===== config.mk =====
export PLATFORM = sky130hd
export DESIGN_NAME = ts_fifo_reader
export DESIGN_NICKNAME = d
export VERILOG_FILES = /design/src/rtl/ts_fifo_reader.sv
export SDC_FILE = /design/constraint.sdc
export NUM_CORES = 1
export LEC_CHECK = 0
export BUFFER_PORTS_ARGS = -buffer_cell sky130_fd_sc_hd__buf_2
export CORE_MARGIN = 4
export CORE_UTILIZATION = 38
export CTS_CLUSTER_DIAMETER = 50
export DETAILED_ROUTE_END_ITERATION = 10
export PLACE_DENSITY = 0.61
export SYNTH_ARGS = -nofsm -noshare
export SYNTH_HDL_FRONTEND = slang
export SYNTH_SLANG_ARGS = --single-unit

===== constraint.sdc =====
create_clock -name sys_clk_i -period 2.4 [get_ports sys_clk_i]
set_input_delay 0.48 -clock sys_clk_i [delete_from_list [all_inputs] [get_ports sys_clk_i]]
set_output_delay 0.48 -clock sys_clk_i [all_outputs]
set_load 0.03 [all_outputs]

===== src/rtl/ts_fifo_reader.sv =====
// Bus-side consumer for the 64-bit timestamp FIFO: pops one entry into a holding
// register, exposes it as two 32-bit words, and prefetches the next entry once HI is read.
module ts_fifo_reader #(
    parameter logic [19:0] ADDR_BASE  = 20'h20,
    parameter int          RD_LATENCY = 1,
    parameter int          CNT_W      = 32
) (
    input  logic        sys_clk_i,
    input  logic        sys_rstn_i,
    input  logic        fifo_empty_i,
    output logic        fifo_rd_en_o,
    input  logic [63:0] fifo_dout_i,
    input  logic [31:0] sys_addr_i,
    input  logic [31:0] sys_wdata_i,
    input  logic [3:0]  sys_sel_i,
    input  logic        sys_wen_i,
    input  logic        sys_ren_i,
    output logic [31:0] sys_rdata_o,
    output logic        sys_err_o,
    output logic        sys_ack_o
);

    typedef enum logic [1:0] {
        IDLE = 2'd0,
        WAIT = 2'd1,
        FULL = 2'd2
    } state_t;

    localparam logic [1:0] LAT_LAST = 2'(RD_LATENCY);

    state_t           state;
    state_t           state_next;
    logic [1:0]       lat_cnt;
    logic [1:0]       lat_cnt_next;
    logic             rd_en_next;
    logic             capture;

    logic [63:0]      hold;
    logic [CNT_W-1:0] count;
    logic [31:0]      count_ext;
    logic             underrun;
    logic             en;
    logic             valid;

    logic [19:0]      offset;
    logic             access;
    logic             hi_read;
    logic             ack_hi;
    logic             ctrl_wr;
    logic             clear;
    logic [31:0]      rd_mux;
    logic             unused;

    assign valid     = (state == FULL);
    assign offset    = sys_addr_i[19:0] - ADDR_BASE;
    assign access    = sys_wen_i | sys_ren_i;
    assign hi_read   = sys_ren_i && (offset == 20'h08);
    assign ack_hi    = hi_read && valid;
    assign ctrl_wr   = sys_wen_i && (offset == 20'h10);
    assign clear     = ctrl_wr && sys_wdata_i[0];
    assign sys_err_o = 1'b0;
    assign unused    = ^{sys_sel_i, sys_addr_i[31:20], sys_wdata_i[31:2]};

    // The read enable is registered, so it is high during the first WAIT cycle and the
    // FIFO word arrives RD_LATENCY cycles later, on the cycle where lat_cnt hits LAT_LAST.
    always_comb begin
        state_next   = state;
        lat_cnt_next = lat_cnt;
        rd_en_next   = 1'b0;
        capture      = 1'b0;
        case (state)
            IDLE: begin
                if (en && !fifo_empty_i) begin
                    state_next   = WAIT;
                    rd_en_next   = 1'b1;
                    lat_cnt_next = 2'd0;
                end
            end
            WAIT: begin
                if (lat_cnt == LAT_LAST) begin
                    capture    = 1'b1;
                    state_next = FULL;
                end else begin
                    lat_cnt_next = lat_cnt + 2'd1;
                end
            end
            FULL: begin
                if (ack_hi) begin
                    state_next = IDLE;
                end
            end
            default: state_next = IDLE;
        endcase
    end

    always_ff @(posedge sys_clk_i or negedge sys_rstn_i) begin
        if (!sys_rstn_i) begin
            state        <= IDLE;
            lat_cnt      <= 2'd0;
            fifo_rd_en_o <= 1'b0;
        end else begin
            state        <= state_next;
            lat_cnt      <= lat_cnt_next;
            fifo_rd_en_o <= rd_en_next;
        end
    end

    // hold only moves on capture, so a LO/HI pair always belongs to one entry
    always_ff @(posedge sys_clk_i or negedge sys_rstn_i) begin
        if (!sys_rstn_i) begin
            hold <= 64'h0;
        end else if (capture) begin
            hold <= fifo_dout_i;
        end
    end

    // A clear in the same cycle as a HI acknowledge wins over the increment
    always_ff @(posedge sys_clk_i or negedge sys_rstn_i) begin
        if (!sys_rstn_i) begin
            count    <= '0;
            underrun <= 1'b0;
            en       <= 1'b1;
        end else begin
            if (clear) begin
                count <= '0;
            end else if (ack_hi) begin
                count <= count + 1'b1;
            end
            if (clear) begin
                underrun <= 1'b0;
            end else if (hi_read && !valid) begin
                underrun <= 1'b1;
            end
            if (ctrl_wr) begin
                en <= sys_wdata_i[1];
            end
        end
    end

    always_comb begin
        count_ext              = 32'h0;
        count_ext[CNT_W-1:0]   = count;
        rd_mux                 = 32'hFFFF_FFFF;
        case (offset)
            20'h00:  rd_mux = {29'h0, underrun, fifo_empty_i, valid};
            20'h04:  rd_mux = hold[31:0];
            20'h08:  rd_mux = hold[63:32];
            20'h0C:  rd_mux = count_ext;
            20'h10:  rd_mux = {30'h0, en, 1'b0};
            default: rd_mux = 32'hFFFF_FFFF;
        endcase
    end

    always_ff @(posedge sys_clk_i or negedge sys_rstn_i) begin
        if (!sys_rstn_i) begin
            sys_ack_o   <= 1'b0;
            sys_rdata_o <= 32'h0;
        end else begin
            sys_ack_o <= access;
            if (access) begin
                sys_rdata_o <= rd_mux;
            end
        end
    end

endmodule


==> results by group <==
Outcome
  – Result of the run: complete, no violations

Synthesis
  – Area share of the leading cell type in the synthesized netlist: 49.9%
  – Total of warnings raised by yosys: 0
  – Net count after synthesis: 745
  – Top cell type by total area after synthesis: sky130_fd_sc_hd__dfrtp_1
  – Post-Synthesis Cell Area: 0.00677 mm²
  – Number of flip-flops and latches in the synthesized netlist: 136
  – Unique masters post-synth: 54
  – Post-synthesis cell count: 605
  – Number of flops mapped to enable cells by yosys: 0
  – Fraction of the yosys area taken by sequential cells: 50.3%
  – Asr flop ratio synth: 100%
  – Largest cells by area after synthesis: sky130_fd_sc_hd__dfrtp_1 50%, sky130_fd_sc_hd__mux2_2 16%, sky130_fd_sc_hd__o22a_1 3.9%
  – Top FF cell, synth: sky130_fd_sc_hd__dfrtp_1
  – Average instance area after synthesis: 11.2 µm²

Clock network
  – CTS clk-pin slew, worst paths: 60 ps
  – Clock H-tree levels: 4
  – Library cell used as clock root buffer: sky130_fd_sc_hd__clkbuf_16
  – Skew-Pair Late Insertion Delay: 420 ps
  – Number of CTS-inserted buffers: 17
  – TritonCTS clock tree: yes
  – TritonCTS sink count: 136
  – Number of buffers on the longest clock path: 2

Power
  – Max VDD drop: 0.000497 V
  – Leakage power figure: 0.00346 µW
  – Power per Cell Area: 653 mW/mm²
  – Total power of the final layout: 5630 µW

Worst setup path
  – Req. time, crit path: 2740 ps
  – First element of the critical path: sys_addr_i[12]
  – Nature of the critical path startpoint: input pin
  – Maximum fanout along the worst path: 17
  – Setup CP Type: in -> reg
  – Worst Path Arrival: 2690 ps
  – Worst reg2reg startpoint: count[6]$_DFFE_PN0P_
  – Worst setup EP type: flop

Placement
  – Routability congestion estimate from global placement: 0.825
  – Number of buffers added on ports: 124
  – Instance count after placement with tap cells included: 954
  – Area post-placement: 0.00794 mm²
  – Post-detail-place hpwl: 12.6 mm

Route
  – Routed Wire Length: 18.5 mm
  – WL/cell: 18.7 µm
  – Number of vias per cell: 5.56
  – Number of design-rule violations left by the first detailed-router iteration: 338
  – Iteration count of the initial detailed-routing pass: 4
  – Via count of the routed design: 5,503
  – Post-route antenna net violation count: 0
  – Post-route DRC violation count: 0

Finish
  – Relative area change from synthesis to final layout: 27.4%
  – Fill cells: 1,579
  – Fraction of layout cells with a size suffix above 1: 41.6%
  – Area of the multi-input gates: 0.00320 mm²
  – Post-route standard cell area excluding fillers: 0.00862 mm²
  – Sequential cell area in the final layout: 0.00340 mm²
  – Final Util: 49.7%
  – Net count, final: 891
  – Finished Layout Cells: 989
  – Ant. Diodes: 0

Floorplanning
  – Initial Utilization: 39.0%
  – Die X: 141 µm
  – Die height: 141 µm
  – Site Rows: 48
  – Count of boundary I/O pins: 172
  – Area of the core: 0.0174 mm²
  – Floorplan die area: 0.0200 mm²

Global routing
  – Initial antenna violation count: 0
  – Global-route usage over all layers: 19.0%
  – Maximum number of pins on one net before global-route repair: 66
  – Global-route wire length before repair: 30.3 mm
  – Number of global-route vias before repair: 5,874
  – Overflow left after global routing: 0

STA
  – Worst hold slack: 253 ps
  – Max-slew headroom at the worst pin: 61.4%
  – Share of the clock period used by the worst path: 97.8%
  – Time the final worst path needs with I/O delays and setup: 2350 ps
  – Fmax: 426 MHz
  – Final hold viol count: 0
  – Number of endpoints failing setup at the final stage: 0
  – Post-Route Skew: 7.96 ps
  – Pins over their slew limit: 0
  – Transition time of the tightest slew-check pin: 579 ps

Flow run
  – Number of max-cap violations: 0

Worst hold path
  – Class of the tightest hold or removal check: in -> reg
  – HP Start: fifo_empty_i
==> cell families after synthesis <==
| logic type | share of synthesized area [%] |
|---|---|
| AOI/OAI and AO/OA | 14.2 |
| other | 0.0554 |
| muxes | 16.6 |
| and+or+nand+nor | 13.9 |
| buffers and inverters | 3.60 |
| DFF | 50.3 |
| adders and majority gates | 0.555 |
| xor gates and xnor gates | 0.776 |
==> state kept, by name, summed over array words and instances, names as in the netlist <==
signal	cells
underrun	1
state	2
lat_cnt	2
en	1
fifo_rd_en_o	1
count	32
sys_rdata_o	32
sys_ack_o	1
hold	64
==> final cells by class <==
type / instances / share of cell area, %
inverters: 12 / 0.522
well taps: 225 / 3.26
clock buffers: 20 / 5.18
repair buffers: 170 / 12.2
flip-flops and latches: 136 / 39.5
clock inverters: 12 / 2.31
multi-input cells: 414 / 37.1
==> cells in the mapped netlist, types with 9 or more instances <==
cell and count:
sky130_fd_sc_hd__dfrtp_1 135, sky130_fd_sc_hd__mux2_2 95, sky130_fd_sc_hd__nor2_1 50, sky130_fd_sc_hd__clkbuf_1 31
sky130_fd_sc_hd__a22oi_1 30, sky130_fd_sc_hd__o22a_1 30, sky130_fd_sc_hd__a21oi_1 28, sky130_fd_sc_hd__o21ai_0 19
sky130_fd_sc_hd__nand2_1 18, sky130_fd_sc_hd__nand3_1 16, sky130_fd_sc_hd__nand4_1 16, sky130_fd_sc_hd__or3_1 16
sky130_fd_sc_hd__o31ai_1 13, sky130_fd_sc_hd__inv_1 12, sky130_fd_sc_hd__nor4_1 12, sky130_fd_sc_hd__or4_1 12
sky130_fd_sc_hd__buf_2 9
==> critical path, cell delays in order <==
cell                        delay, ps
sky130_fd_sc_hd__buf_2            140
sky130_fd_sc_hd__nor4_1           420
sky130_fd_sc_hd__o2111a_2         310
sky130_fd_sc_hd__o2111ai_4        140
sky130_fd_sc_hd__or3_4            440
sky130_fd_sc_hd__buf_4            220
sky130_fd_sc_hd__or3_1            370
sky130_fd_sc_hd__a21oi_2          160
==> routing by layer <==
metal	share of wire [%]	track usage (%)	vias to the layer above
met2	48	31.7	168
met1	44	24.1	2746
met5	0	0	-
li1	-	-	2565
met3	5.3	4.92	24
met4	2.0	6.67	0
==> timing repair <==
item	4_1_cts	5_1_grt
setup endpoints to repair	0	49
gates resized for setup	0	2
setup buffers	0	1
hold buffers	1	0
hold endpoints to repair	41	0
==> metrics by stage <==
step	worst slack (ps)	setup TNS (ps)
detailed placement	-378	-17850
CTS	55.3	0
finish	53.2	0
global route	-0.0202	-0.0331
global placement	-267	-14270
floorplan	-20.1	-372
==> path summary, 6_finish.rpt <==
path	cells after the start	endpoint	slack, ps
max in group asynchronous	3	sys_rdata_o[14]$_DFFE_PN0P_	1140
min in group asynchronous	2	state[0]$_DFFE_PN0P_	560
max	8	count[8]$_DFFE_PN0P_	50
min reg2reg	2	lat_cnt[1]$_DFFE_PN0P_	500
min	2	fifo_rd_en_o$_DFF_PN0_	250
max reg2reg	7	count[22]$_DFFE_PN0P_	220
==> report_power, final <==
part	total, µW	switching, µW	internal [µW]
logic	393	203	191
clock network	2860	990	1870
registers	2380	27.4	2350
total	5630	1220	4410
==> layout by cell type (no fill, tap or decap), drive strengths merged, types with 4 or more instances in the layout <==
cell and instances:
or4 12, clkbuf 20, nor3 5, or3 18, clkinvlp 4, a22oi 30, mux2 95, o31ai 13
nand3 16, nand2 18, bufinv 5, or2 4, and3 4, nand4 16, inv 12, o22a 30
o21ai 19, xnor2 5, nor2 50, dfrtp 135, nor4b 4, nor4 13, buf 169, a21oi 28
No activity file was read; power rests on OpenSTA's default activity.
